File: src/rtl/alu_seq_if.sv
// Request/response bundle between the multi-cycle controller and alu_seq.
// The controller holds the master side; the ALU holds the slave side.
interface alu_seq_if #(
    parameter int unsigned WIDTH = 32
);
    logic             start;
    logic [2:0]       ALUControl;
    logic [WIDTH-1:0] a;
    logic [WIDTH-1:0] b;
    logic [WIDTH-1:0] Result;
    logic [WIDTH-1:0] Result2;
    logic [3:0]       ALUFlags;
    logic             busy;
    logic             done;
    logic             divzero;

    modport master (
        output start, ALUControl, a, b,
        input  Result, Result2, ALUFlags, busy, done, divzero
    );

    modport slave (
        input  start, ALUControl, a, b,
        output Result, Result2, ALUFlags, busy, done, divzero
    );
endinterface

File: src/rtl/alu_seq.sv
// Multi-cycle ALU: one-cycle add/sub/logic, iterative shift-add multiply and
// restoring divide, driven through a start/done handshake. Flags are {N,Z,C,V}.
module alu_seq #(
    parameter int unsigned WIDTH = 32
) (
    input  logic     clk,
    input  logic     reset,
    alu_seq_if.slave bus
);
    localparam int unsigned CW = (WIDTH > 1) ? $clog2(WIDTH) : 1;

    typedef enum logic [1:0] {IDLE, RUN, DONE} state_t;

    state_t state, state_next;
    logic   accept;

    logic [2:0]         op_q;
    logic [WIDTH-1:0]   mcand_q;
    logic [WIDTH-1:0]   divisor_q;
    logic [2*WIDTH-1:0] prod_q;
    logic [CW-1:0]      cnt_q;
    logic               neg_q;

    logic [WIDTH-1:0] result_q;
    logic [WIDTH-1:0] result2_q;
    logic [3:0]       flags_q;
    logic             divzero_q;

    // Request decode and single-cycle datapath, evaluated on the live inputs
    logic             iter_start;
    logic             in_smull;
    logic             in_div;
    logic [WIDTH-1:0] a_mag;
    logic [WIDTH-1:0] b_mag;
    logic [WIDTH-1:0] bx;
    logic [WIDTH:0]   sum;
    logic [WIDTH-1:0] sc_res;
    logic [WIDTH-1:0] sc_res2;
    logic             sc_c;
    logic             sc_v;
    logic             sc_dz;
    logic [3:0]       sc_flags;

    always_comb begin
        in_smull   = (bus.ALUControl == 3'b110);
        in_div     = (bus.ALUControl == 3'b111);
        iter_start = bus.ALUControl[2] && !(in_div && (bus.b == '0));
        a_mag      = (in_smull && bus.a[WIDTH-1]) ? -bus.a : bus.a;
        b_mag      = (in_smull && bus.b[WIDTH-1]) ? -bus.b : bus.b;

        bx  = bus.ALUControl[0] ? ~bus.b : bus.b;
        sum = {1'b0, bus.a} + {1'b0, bx} + {{WIDTH{1'b0}}, bus.ALUControl[0]};

        sc_res  = '0;
        sc_res2 = '0;
        sc_c    = 1'b0;
        sc_v    = 1'b0;
        sc_dz   = 1'b0;
        case (bus.ALUControl)
            3'b000, 3'b001: begin
                sc_res = sum[WIDTH-1:0];
                sc_c   = sum[WIDTH];
                sc_v   = ~(bus.a[WIDTH-1] ^ bus.b[WIDTH-1] ^ bus.ALUControl[0])
                         & (bus.a[WIDTH-1] ^ sum[WIDTH-1]);
            end
            3'b010: sc_res = bus.a & bus.b;
            3'b011: sc_res = bus.a | bus.b;
            3'b111: begin
                sc_res  = '1;
                sc_res2 = bus.a;
                sc_dz   = 1'b1;
            end
            default: ;
        endcase
        sc_flags = {sc_res[WIDTH-1], (sc_res == '0), sc_c, sc_v};
    end

    // One iteration of multiply or divide; both share the 2*WIDTH register
    logic [WIDTH:0]     mul_add;
    logic [2*WIDTH-1:0] mul_raw;
    logic [2*WIDTH-1:0] mul_next;
    logic [WIDTH:0]     shifted;
    logic [WIDTH:0]     diff;
    logic               qbit;
    logic [WIDTH-1:0]   rem_next;
    logic [2*WIDTH-1:0] step_next;
    logic               long_q;
    logic [3:0]         it_flags;

    always_comb begin
        mul_add  = {1'b0, prod_q[2*WIDTH-1:WIDTH]} + (prod_q[0] ? {1'b0, mcand_q} : '0);
        mul_raw  = {mul_add, prod_q[WIDTH-1:1]};
        mul_next = (op_q == 3'b110 && neg_q && cnt_q == '0) ? -mul_raw : mul_raw;

        // High half holds the partial remainder, low half shifts dividend out / quotient in
        shifted  = {prod_q[2*WIDTH-1:WIDTH], prod_q[WIDTH-1]};
        diff     = shifted - {1'b0, divisor_q};
        qbit     = ~diff[WIDTH];
        rem_next = qbit ? diff[WIDTH-1:0] : shifted[WIDTH-1:0];

        step_next = (op_q == 3'b111) ? {rem_next, prod_q[WIDTH-2:0], qbit} : mul_next;

        long_q   = (op_q == 3'b101) || (op_q == 3'b110);
        it_flags = long_q ? {step_next[2*WIDTH-1], (step_next == '0), 2'b00}
                          : {step_next[WIDTH-1], (step_next[WIDTH-1:0] == '0), 2'b00};
    end

    always_ff @(posedge clk) begin
        if (reset) state <= IDLE;
        else       state <= state_next;
    end

    always_comb begin
        state_next = state;
        accept     = 1'b0;
        case (state)
            IDLE, DONE: begin
                state_next = IDLE;
                if (bus.start) begin
                    accept     = 1'b1;
                    state_next = iter_start ? RUN : DONE;
                end
            end
            RUN: if (cnt_q == '0) state_next = DONE;
            default: state_next = IDLE;
        endcase
    end

    always_ff @(posedge clk) begin
        if (reset) begin
            op_q      <= '0;
            mcand_q   <= '0;
            divisor_q <= '0;
            prod_q    <= '0;
            cnt_q     <= '0;
            neg_q     <= 1'b0;
            result_q  <= '0;
            result2_q <= '0;
            flags_q   <= '0;
            divzero_q <= 1'b0;
        end else if (accept) begin
            op_q      <= bus.ALUControl;
            mcand_q   <= a_mag;
            divisor_q <= bus.b;
            prod_q    <= {{WIDTH{1'b0}}, (in_div ? bus.a : b_mag)};
            cnt_q     <= CW'(WIDTH - 1);
            neg_q     <= in_smull && (bus.a[WIDTH-1] ^ bus.b[WIDTH-1]);
            if (!iter_start) begin
                result_q  <= sc_res;
                result2_q <= sc_res2;
                flags_q   <= sc_flags;
                divzero_q <= sc_dz;
            end
        end else if (state == RUN) begin
            prod_q <= step_next;
            cnt_q  <= cnt_q - CW'(1);
            if (cnt_q == '0) begin
                result_q  <= step_next[WIDTH-1:0];
                result2_q <= step_next[2*WIDTH-1:WIDTH];
                flags_q   <= it_flags;
                divzero_q <= 1'b0;
            end
        end
    end

    assign bus.Result   = result_q;
    assign bus.Result2  = result2_q;
    assign bus.ALUFlags = flags_q;
    assign bus.divzero  = divzero_q;
    assign bus.busy     = (state == RUN);
    assign bus.done     = (state == DONE);
endmodule

File: src/flat_wrapper.sv
// flat-port wrapper written by rule: the top's interface ports become plain ports
module alu_seq_flat 
#(
    parameter int unsigned WIDTH = 32
)
  (clk, reset, bus_start, bus_ALUControl, bus_a, bus_b, bus_Result, bus_Result2, bus_ALUFlags, bus_busy, bus_done, bus_divzero);
  alu_seq_if #(.WIDTH(WIDTH)) bus_i ();
  input  logic clk;
  input  logic reset;
  input wire logic [$bits(bus_i.start)-1:0] bus_start;
  input wire logic [$bits(bus_i.ALUControl)-1:0] bus_ALUControl;
  input wire logic [$bits(bus_i.a)-1:0] bus_a;
  input wire logic [$bits(bus_i.b)-1:0] bus_b;
  output wire logic [$bits(bus_i.Result)-1:0] bus_Result;
  output wire logic [$bits(bus_i.Result2)-1:0] bus_Result2;
  output wire logic [$bits(bus_i.ALUFlags)-1:0] bus_ALUFlags;
  output wire logic [$bits(bus_i.busy)-1:0] bus_busy;
  output wire logic [$bits(bus_i.done)-1:0] bus_done;
  output wire logic [$bits(bus_i.divzero)-1:0] bus_divzero;
  assign bus_i.start = bus_start;
  assign bus_i.ALUControl = bus_ALUControl;
  assign bus_i.a = bus_a;
  assign bus_i.b = bus_b;
  assign bus_Result = bus_i.Result;
  assign bus_Result2 = bus_i.Result2;
  assign bus_ALUFlags = bus_i.ALUFlags;
  assign bus_busy = bus_i.busy;
  assign bus_done = bus_i.done;
  assign bus_divzero = bus_i.divzero;
  alu_seq #(.WIDTH(WIDTH)) u_core (.clk(clk), .reset(reset), .bus(bus_i));
endmodule
File: config.mk
export PLATFORM = sky130hd
export DESIGN_NAME = alu_seq_flat
export DESIGN_NICKNAME = d
export VERILOG_FILES = /design/src/rtl/alu_seq_if.sv /design/src/rtl/alu_seq.sv /design/src/flat_wrapper.sv
export SDC_FILE = /design/constraint.sdc
export NUM_CORES = 1
export LEC_CHECK = 0
export CAP_MARGIN = 20
export CORE_MARGIN = 2
export CORE_UTILIZATION = 57
export DETAILED_ROUTE_END_ITERATION = 7
export DONT_BUFFER_PORTS = 1
export PLACE_DENSITY = 0.79
export SLEW_MARGIN = 20
export SYNTH_ARGS = -nofsm -noshare
export SYNTH_HDL_FRONTEND = slang
export SYNTH_SLANG_ARGS = --single-unit
File: constraint.sdc
create_clock -name clk -period 6.5 [get_ports clk]
set_input_delay 1.3 -clock clk [delete_from_list [all_inputs] [get_ports clk]]
set_output_delay 1.3 -clock clk [all_outputs]
set_load 0.01 [all_outputs]
# Yosys cells after proc, flatten, opt, wreduce, memory -nomap -nowiden
# Index checks and enable logic that the tools add are counted.
[totals]
register_bits = 208
wordCells = 103
[classes]
mux = 40
bitwise_logic = 9
eq_ne = 12
n_addsub = 8
reduce_logical = 22
[ops]
columns = ["op", "count"]
rows = [
  ["2-to-1 mux 32 bit", 17],
  ["2-to-1 mux 64 bit", 2],
  ["one-hot mux 32 bit (4 select lines)", 1],
  ["zero test 32 bit", 3],
  ["adder 32 x 32 -> 33 bit", 2],
  ["zero test 64 bit", 1],
  ["negation 32 bit", 2],
  ["negation 64 bit", 1],
  ["adder 33 x 1 -> 33 bit", 1],
  ["subtractor 33 x 32 -> 33 bit", 1],
  ["AND 32 bit", 1],
  ["NOT 32 bit", 1],
  ["bitwise OR 32 bit", 1],
  ["2-to-1 mux 4 bit", 5],
  ["equality test 3 bit, second input constant", 5],
  ["2-to-1 mux 5 bit", 2],
  ["2-to-1 mux 1 bit", 9],
  ["logical AND 1 bit", 7],
  ["equality test 3 x 2 -> 1 bit, second input constant", 2],
  ["2-to-1 mux 2 bit", 3],
  ["OR reduction 2 bit", 3],
  ["zero test 5 bit", 1],
  ["subtractor 5 x 1 -> 5 bit, second input constant", 1],
  ["one-hot mux 2 bit (2 select lines)", 1],
  ["other kinds (14)", 18],
]

# Longest topological paths before layout
# Gate-level depths: netlist of the first run.
[depth]
ltp_word = 10
mapped_depth = 21
mapped_depth_nobuf = 16

# Worst setup path after synthesis of the first run
# No wires, ideal clock.
[synth_timing]
path_kind = "input-to-reg"
from = "input bus_ALUControl[0]"
to = "register u_core.flags_q[2], in the netlist u_core.bus.ALUFlags[2]"
t_required_ns = 6.376
n_path_buf = 5
arrival_ns = 6.024
path_slack_ns = 0.352
setup_ns = 0.124
cell_stages = 20
cell_sequence = "clkbuf_1 > clkbuf_1 > clkbuf_1 > clkbuf_1 > buf_1 > xor2_1 > fa_1 > a211o_1 > a21boi_0 > o21a_1 > o211ai_1 > a21oi_1 > a22oi_1 > a311o_1 > a311oi_1 > xnor2_1 > o31ai_1 > a211oi_1 > a31oi_1 > o21ai_1"
[synth_via]
elab_chain_len = 7
elab_cells_between_ends = 18
[synth_rtl]
columns = ["item", "line_no", "rtl"]
rows = [
  ["start: declaration", "flat_wrapper.sv:11", "input wire logic [$bits(bus_i.ALUControl)-1:0] bus_ALUControl;"],
  ["2-to-1 mux 32 bit", "alu_seq.sv:51", "bx = bus.ALUControl[0] ? ~bus.b : bus.b;"],
  ["adder 32 x 32 -> 33 bit", "alu_seq.sv:52", "sum = {1'b0, bus.a} + {1'b0, bx} + {{WIDTH{1'b0}}, bus.ALUControl[0]};"],
  ["adder 33 x 1 -> 33 bit", "alu_seq.sv:52", ""],
  ["one-hot mux 32 bit (4 select lines)", "alu_seq.sv:59", "case (bus.ALUControl)"],
  ["zero test 32 bit", "alu_seq.sv:75", "sc_flags = {sc_res[WIDTH-1], (sc_res == '0), sc_c, sc_v};"],
  ["2-to-1 mux 4 bit", "alu_seq.sv:148", "if (!iter_start) begin"],
  ["2-to-1 mux 4 bit", "alu_seq.sv:141", "end else if (accept) begin"],
  ["end signal: assignment", "alu_seq.sv:151", "flags_q <= sc_flags;"],
  ["end signal: assignment", "alu_seq.sv:160", "flags_q <= it_flags;"],
  ["end: declaration", "alu_seq.sv:26", "logic [3:0] flags_q;"],
]
# Parallel ways exist; a longest one is shown, timed or not. The select of a mux whose other input is x is not followed.
# A chain may end at the register's enable or synchronous reset.

# Worst setup path in the final report of the first run
[layout_timing]
from = "register u_core.prod_q[0]"
to = "register u_core.flags_q[2], in the netlist u_core.bus.ALUFlags[2]"
[layout_via]
elab_chain_len = 10
elab_cells_between_ends = 11
[layout_rtl]
columns = ["item", "line_no", "rtl"]
rows = [
  ["start: declaration", "alu_seq.sv:20", "logic [2*WIDTH-1:0] prod_q;"],
  ["start signal: assignment", "alu_seq.sv:145", "prod_q <= {{WIDTH{1'b0}}, (in_div ? bus.a : b_mag)};"],
  ["start signal: assignment", "alu_seq.sv:155", "prod_q <= step_next;"],
  ["2-to-1 mux 32 bit", "alu_seq.sv:91", "mul_add = {1'b0, prod_q[2*WIDTH-1:WIDTH]} + (prod_q[0] ? {1'b0, mcand_q} : '0);"],
  ["adder 32 x 32 -> 33 bit", "alu_seq.sv:91", ""],
  ["negation 64 bit", "alu_seq.sv:93", "mul_next = (op_q == 3'b110 && neg_q && cnt_q == '0) ? -mul_raw : mul_raw;"],
  ["2-to-1 mux 64 bit", "alu_seq.sv:93", ""],
  ["2-to-1 mux 64 bit (*)", "alu_seq.sv:101", "step_next = (op_q == 3'b111) ? {rem_next, prod_q[WIDTH-2:0], qbit} : mul_next;"],
  ["zero test 64 bit or zero test 32 bit (tied branches)", "alu_seq.sv:104, alu_seq.sv:105", ""],
  ["2-to-1 mux 4 bit (*)", "alu_seq.sv:104", "it_flags = long_q ? {step_next[2*WIDTH-1], (step_next == '0), 2'b00}"],
  ["2-to-1 mux 4 bit (*)", "alu_seq.sv:157", "if (cnt_q == '0) begin"],
  ["2-to-1 mux 4 bit (*)", "alu_seq.sv:154", "end else if (state == RUN) begin"],
  ["2-to-1 mux 4 bit (*)", "alu_seq.sv:141", ""],
]
# Every way passes the cells marked *; elsewhere a longest branch is shown, timed or not. The select of a mux whose other input is x is not followed.

==> results.md, run 1 <==
* Layout cells sized above 1 at 0.04793
* CTS max path bufs at 3
* DR iter-0 viols at 3196
* Core Rows at 68
* Max IR drop VDD at 252.8 uV
* WL/cell at 24.79 um
* Post-CTS Setup Inserts at 0
* Final Cell Area at 20800 sq um
* Top FF cell, synth: dfxtp_1
* Number of remaining DRC errors at 0
* Sink Count at 208
* Area Overhead vs Synth at 4.639%
* Pin count of the biggest net entering global routing at 179
* Total of max-cap violations at 0
* Ant. Diodes at 0
* Max Slew Vio Count at 0
* Fin crit share at 0.9230
* Clock Latency Late Sink at 580 ps
* RSZ-0062 raised after global routing: no
* Final wirelength at 79560 um
* Vias in the first global route at 20.01k
* Critical-path maximum fanout at 22
* Worst Skew at 37.69 ps
* Net count, final at 2908
* Mapped Avg Cell Area at 6.852 sq um
* Die Height at 190.7 um
* Port Buffers at 0
* Post-Synthesis Cell Area at 19880 sq um
* Final setup TNS at 0 ps
* Minimum clock period at 6000 ps
* Worst hold path type: flop to flop
* GP Congestion at 1.063
* Number of enable flip-flop cells after synthesis at 0
* Outcome: finished, final reports clean
* Post-route ant nets at 0
* Seq/Total Area, Yosys at 0.2095
* CP Launch Type: flop
* Worst path required time at 7010 ps
* Final setup violation count at 0
* Finished Core Util at 0.6036
* Area post-placement at 19880 sq um
* H-Tree Depth at 1
* Power density cells at 205.1 nW/um^2
* Syn nets at 3075
* Ys async rst share at 0
* Crit path arrival time at 6510 ps
* Worst Slack Setup Final at 500.2 ps
* Synth cell types at 90
* Core area at 34460 sq um
* LEAKAGE at 7.828 nW
* I/O pins at 141
* TritonCTS clock tree: done
* Hold-fix buffers, CTS at 0
* Slew margin rel. at 0.2309
* CTS Buf Count at 26
* Post-cts sizing count at 0
* Syn Inst Count at 2901
* Final Hold Viols at 0
* HPWL after detailed placement at 59900 um
* Initial antenna violation count at 1
* Dpl ws at 542.4 ps
* Worst slew pin tran at 1125 ps
* Drt pass-1 iters at 6
* Critical path class: flop to flop
* Clock-pin slew on the worst setup and hold paths at 70 ps
* Via count at 22.22k
* DR vias/cell at 6.924
* Synth Register Bits at 208
* Power, Total at 4.265 mW
* Initial core utilization at 0.5768
* GRT Total Usage at 0.4253
* Clk root buf: clkbuf_16
* YS warnings at 0
* First-pass GRT wire length at 120100 um
* Fmax at 0.1667 GHz
* Total global routing overflow at 0
* CP endpoint kind: flop
* Die Width at 190.7 um
* Full die area at 36380 sq um
## placed cells by master (no fill, tap or decap), types with 8 or more instances in the layout
master | Yosys | final
or4_1 | 18 | 18
o21ai_0 | 167 | 167
nand3_1 | 82 | 81
and4_1 | 11 | 11
o21a_1 | 19 | 19
or2_2 | 10 | 10
xnor2_1 | 87 | 87
nor3b_1 | 8 | 8
a211o_1 | 11 | 11
o41ai_1 | 16 | 16
nor4_1 | 37 | 37
dfxtp_1 | 208 | 208
a2111oi_0 | 11 | 11
or3_1 | 31 | 31
nand4_1 | 25 | 25
a31oi_1 | 39 | 39
clkbuf_16 | 0 | 26
nor2b_1 | 24 | 23
xor2_1 | 83 | 83
nand2b_1 | 22 | 19
o21bai_1 | 8 | 8
ha_1 | 101 | 101
a21oi_1 | 270 | 270
a21o_1 | 40 | 40
nor3_1 | 115 | 115
mux2i_1 | 21 | 21
a22oi_1 | 12 | 12
inv_1 | 86 | 86
and3_1 | 20 | 19
a211oi_1 | 111 | 111
a311oi_1 | 54 | 54
nand2_1 | 361 | 361
buf_4 | 1 | 38
nor2_1 | 329 | 327
o211ai_1 | 39 | 39
o31ai_1 | 19 | 19
and2_1 | 41 | 41
## cell type report
class                           count  area [sq um]
Fill cell                        3258         13660
Tap cell                          455         569.3
Sequential cell                   208          4164
Inverter                           88         330.3
Clock buffer                       32         703.2
Clock inverter                     16         215.2
Multi-Input combinational cell   2371         14510
Timing Repair Buffer               39         305.3
## stage by stage
stage               instances  hold WS [ps]
floorplan                2901         427.3
global placement         3161         442.3
detailed placement       3161         444.8
CTS                      3209         453.5
global route             3209         486.5
finish                   3209         458.4
## synth_stat cells, types with 7 or more instances
master / instances / area share
dfxtp_1: 208 / 0.21
nand2_1: 361 / 0.068
o41ai_1: 16 / 0.0071
a2111oi_0: 11 / 0.0048
ha_1: 101 / 0.064
a311oi_1: 54 / 0.024
nor3_1: 115 / 0.029
xnor2_1: 87 / 0.038
o211ai_1: 39 / 0.015
inv_1: 86 / 0.016
and2_1: 41 / 0.013
nor2_1: 329 / 0.062
o31ai_1: 19 / 0.0072
nand3b_1: 7 / 0.0026
a31oi_1: 39 / 0.012
mux2i_1: 21 / 0.011
or2_2: 10 / 0.0031
xor2_1: 83 / 0.037
clkbuf_1: 203 / 0.038
or3_1: 31 / 0.0098
and4_1: 11 / 0.0048
buf_1: 20 / 0.0038
o21bai_1: 8 / 0.0030
nand2b_1: 22 / 0.0069
a21o_1: 40 / 0.015
nand4_1: 25 / 0.0079
a211o_1: 11 / 0.0048
or4_1: 18 / 0.0068
and3_1: 20 / 0.0063
nor4_1: 37 / 0.012
nand3_1: 82 / 0.021
o21a_1: 19 / 0.0072
nor3b_1: 8 / 0.0030
a22oi_1: 12 / 0.0045
a21oi_1: 270 / 0.068
o2111ai_1: 7 / 0.0031
nor2b_1: 24 / 0.0076
o21ai_0: 167 / 0.042
a211oi_1: 111 / 0.042
## worst paths after layout
check,endpoint,start,cells after the start,slack (ps)
max,u_core.bus.ALUFlags[2],u_core.prod_q[0],15,500
min,u_core.divisor_q[25],u_core.divisor_q[25],2,460
max reg2reg,u_core.bus.ALUFlags[2],u_core.prod_q[0],15,500
min reg2reg,u_core.divisor_q[25],u_core.divisor_q[25],2,460
## sequential cells by signal, indices dropped and copies added, names as in the netlist
signal	cells
u_core.bus.ALUFlags	4
u_core.bus.Result	32
u_core.bus.Result2	32
u_core.bus.divzero	1
u_core.cnt_q	5
u_core.divisor_q	32
u_core.mcand_q	32
u_core.neg_q	1
u_core.op_q	3
u_core.prod_q	64
u_core.state	2
## kinds of logic (layout without fill, tap and decap cells)
group,count (synthesis),in the layout,share of synthesized area
multiplexers,24,24,0.01227
XOR/XNOR,170,170,0.07491
buffers and inverters,322,175,0.06226
AO/OA/AOI/OAI,907,907,0.2977
adder cells (fa/ha/maj),104,104,0.06660
AND/OR/NAND/NOR,1166,1166,0.2767
flip-flops,208,208,0.2095
## per-layer routing
metal	vias to the layer above	global-route usage	part of all wire
met4	2	0.2144	0.060
met3	246	0.09165	0.12
met2	1401	0.6504	0.42
met5	-	0	0.00019
li1	10250	-	-
met1	10320	0.5630	0.39
## power breakdown
| group | switching [mW] | leakage, nW | internal (mW) |
|---|---|---|---|
| clock network | 0.643 | 0.447 | 0.936 |
| logic | 0.776 | 5.67 | 0.431 |
| registers | 0.115 | 1.71 | 1.36 |
## critical path, stage by stage (launching register included)
cell       delay [ps]
dfxtp_1           750
and2_1            220
ha_1              270
o211ai_1          180
o21a_1            250
a2111oi_0        1000
o2111ai_1         230
o311a_1           200
or4_1             680
nor4b_4           390
mux2i_1           120
a211oi_1          460
or3b_2            500
nor4_1            410
nand4b_1          140
o21ai_1           130
No activity file was read; power rests on OpenSTA's default activity.
==> run 2: changes to the inputs <==
==> constraint.sdc (replaced) <==
create_clock -name clk -period 6.5 [get_ports clk]
set_input_delay 0.65 -clock clk [delete_from_list [all_inputs] [get_ports clk]]
set_output_delay 0.65 -clock clk [all_outputs]
set_load 0.01 [all_outputs]
==> run 2 against run 1 <==
  * Utilization hardly changed
  * First-iteration DRC count is 14% lower
  * Non-clock buffer count is 3 higher
  * Critical endpoint unchanged
==> results.md, run 2 (synthesized netlist as in run 1, its figures left out) <==
* Most frequent cells in the layout: nand2_1 (361), nor2_1 (327), a21oi_1 (270) (unchanged)
* Full die area at 36380 sq um (unchanged)
* CTS max path bufs at 3 (unchanged)
* LEAKAGE at 7.843 nW (was 7.828 nW)
* Core area at 34460 sq um (unchanged)
* Fmax at 0.1645 GHz (was 0.1667 GHz)
* Worst hold path type: input pin to flop (was flop to flop)
* Clock-pin slew on the worst setup and hold paths at 70 ps (about the same)
* CP Cell Sequence: and2_1 > ha_1 > a211oi_1 > o21ai_0 > o21ai_0 > nand2_1 > o311a_1 > or4_1 > nor4b_4 > mux2i_1 > a211oi_1 > or3b_2 > nor4_1 > nand4b_1 > o21ai_1 (was and2_1 > ha_1 > o211ai_1 > o21a_1 > a2111oi_0 > o2111ai_1 > o311a_1 > or4_1 > nor4b_4 > mux2i_1 > a211oi_1 > or3b_2 > nor4_1 > nand4b_1 > o21ai_1)
* Total global routing overflow at 0 (unchanged)
* Max IR drop VDD at 160.0 uV (was 252.8 uV)
* Vias in the first global route at 20.14k (was 20.01k)
* Final Cell Area at 20810 sq um (was 20800 sq um)
* Max Slew Vio Count at 0 (unchanged)
* Largest register FFs at 64 (unchanged)
* Outcome: finished, final reports clean (unchanged)
* GRT Total Usage at 0.4304 (was 0.4253)
* DR iter-0 viols at 2733 (was 3196)
* Die Height at 190.7 um (unchanged)
* CP endpoint kind: flop (unchanged)
* Critical-path maximum fanout at 24 (was 22)
* Area Overhead vs Synth at 4.690% (was 4.639%)
* Drt pass-1 iters at 7 (was 6)
* Port Buffers at 0 (unchanged)
* Post-route ant nets at 0 (unchanged)
* H-Tree Depth at 1 (unchanged)
* Crit path arrival time at 6590 ps (was 6510 ps)
* First-pass GRT wire length at 121000 um (was 120100 um)
* WL/cell at 25.14 um (was 24.79 um)
* Largest register by flop count: u_core.prod_q (unchanged)
* Slew margin rel. at 0.2907 (was 0.2309)
* I/O pins at 141 (unchanged)
* Pin count of the biggest net entering global routing at 179 (unchanged)
* Area post-placement at 19900 sq um (was 19880 sq um)
* Commonest non-fill, non-tap cell in the layout: nand2_1 (unchanged)
* DR vias/cell at 6.949 (was 6.924)
* Final setup TNS at 0 ps (unchanged)
* Power density cells at 204.1 nW/um^2 (was 205.1 nW/um^2)
* Critical path class: flop to flop (unchanged)
* Core Rows at 68 (unchanged)
* Net count, final at 2911 (was 2908)
* Minimum clock period at 6080 ps (was 6000 ps)
* Final Hold Viols at 0 (unchanged)
* TritonCTS clock tree: done (unchanged)
* CTS Buf Count at 26 (unchanged)
* CP Launch Type: flop (unchanged)
* Worst path required time at 7010 ps (about the same)
* Worst Skew at 26.32 ps (was 37.69 ps)
* Fin crit share at 0.9354 (was 0.9230)
* Worst slew pin tran at 1051 ps (was 1125 ps)
* Hold-fix buffers, CTS at 0 (unchanged)
* Layout cells sized above 1 at 0.04829 (was 0.04793)
* GP Congestion at 1.022 (was 1.063)
* Clock Latency Late Sink at 570 ps (was 580 ps)
* Die Width at 190.7 um (unchanged)
* Number of remaining DRC errors at 0 (unchanged)
* Initial antenna violation count at 4 (was 1)
* Multi-input gate area at 14510 sq um (about the same)
* Final wirelength at 80690 um (was 79560 um)
* RSZ-0062 raised after global routing: no (unchanged)
* Slowest cell on the critical path: dfxtp_1 (was a2111oi_0)
* Total of max-cap violations at 0 (unchanged)
* WHS at 156.6 ps (was 458.4 ps)
* Via count at 22.31k (was 22.22k)
* Critical path buffers and inverters at 0 (unchanged)
* Initial core utilization at 0.5768 (unchanged)
* Slowest cell delay on critical path at 800 ps (was 1000 ps)
* HPWL after detailed placement at 60350 um (was 59900 um)
* Post-cts sizing count at 0 (unchanged)
* Post-CTS Setup Inserts at 0 (unchanged)
* CP top delay family: simple AND/OR/NAND/NOR gates (was compound AO/OA/AOI/OAI gates)
* Final setup violation count at 0 (unchanged)
* Power, Total at 4.247 mW (was 4.265 mW)
* FF/Latch Area at 4164 sq um (unchanged)
* Fill cell count at 3289 (was 3258)
* Clk root buf: clkbuf_16 (unchanged)
* Sink Count at 208 (unchanged)
-- run 2: cell types whose count changed in the layout (fill, tap and decap cells not counted), moves of 2 or more --
| cell | previous run | this run |
|---|---|---|
| a2111oi_0 | 11 | 9 |
| clkbuf_8 | 3 | 6 |
| inv_6 | 3 | 1 |
| a2111oi_1 | 1 | 3 |
| buf_4 | 38 | 41 |
-- run 2: final timing paths --
check                                          start                     end  slack, ps  depth (start not counted)
worst max-delay path                u_core.prod_q[0]  u_core.bus.ALUFlags[2]        420                         15
worst min-delay path                           reset      u_core.bus.divzero        160                          1
worst min register to register  u_core.divisor_q[15]    u_core.divisor_q[15]        450                          2
worst max register to register      u_core.prod_q[0]  u_core.bus.ALUFlags[2]        420                         15
-- run 2: metal layers --
| metal | vias up | wire length, um | GRT usage |
|---|---|---|---|
| met3 | 281 | 9598 | 0.09201 |
| li1 | 10240 | - | - |
| met2 | 1491 | 33870 | 0.6520 |
| met5 | - | 15 | 0 |
| met1 | 10290 | 31650 | 0.5580 |
| met4 | 2 | 5558 | 0.2618 |
-- run 2: report_power, final --
| group | switching, mW | leakage (nW) | internal, mW | total (mW) |
|---|---|---|---|---|
| combinational | 0.767 | 5.69 | 0.435 | 1.20 |
| sequential | 0.117 | 1.71 | 1.36 | 1.48 |
| clock | 0.624 | 0.445 | 0.939 | 1.56 |
-- run 2: cell type report --
type | count | share of cell area
multi-input combinational | 2371 | 0.6975
sequential | 208 | 0.2001
clock buffer | 35 | 0.03680
tap | 455 | 0.02736
inverter | 88 | 0.01587
timing repair buffer | 42 | 0.01575
clock inverter | 10 | 0.006494
antenna | 1 | 0.0001203
-- run 2: stage by stage --
step | instances | worst slack [ps] | utilization
finish | 3210 | 420.2 | 0.6039
floorplan | 2901 | 1002 | -
CTS | 3209 | 534.7 | 0.6037
global route | 3209 | 100.4 | 0.6038
global placement | 3164 | 610.5 | 0.5776
detailed placement | 3164 | 518.8 | 0.5776
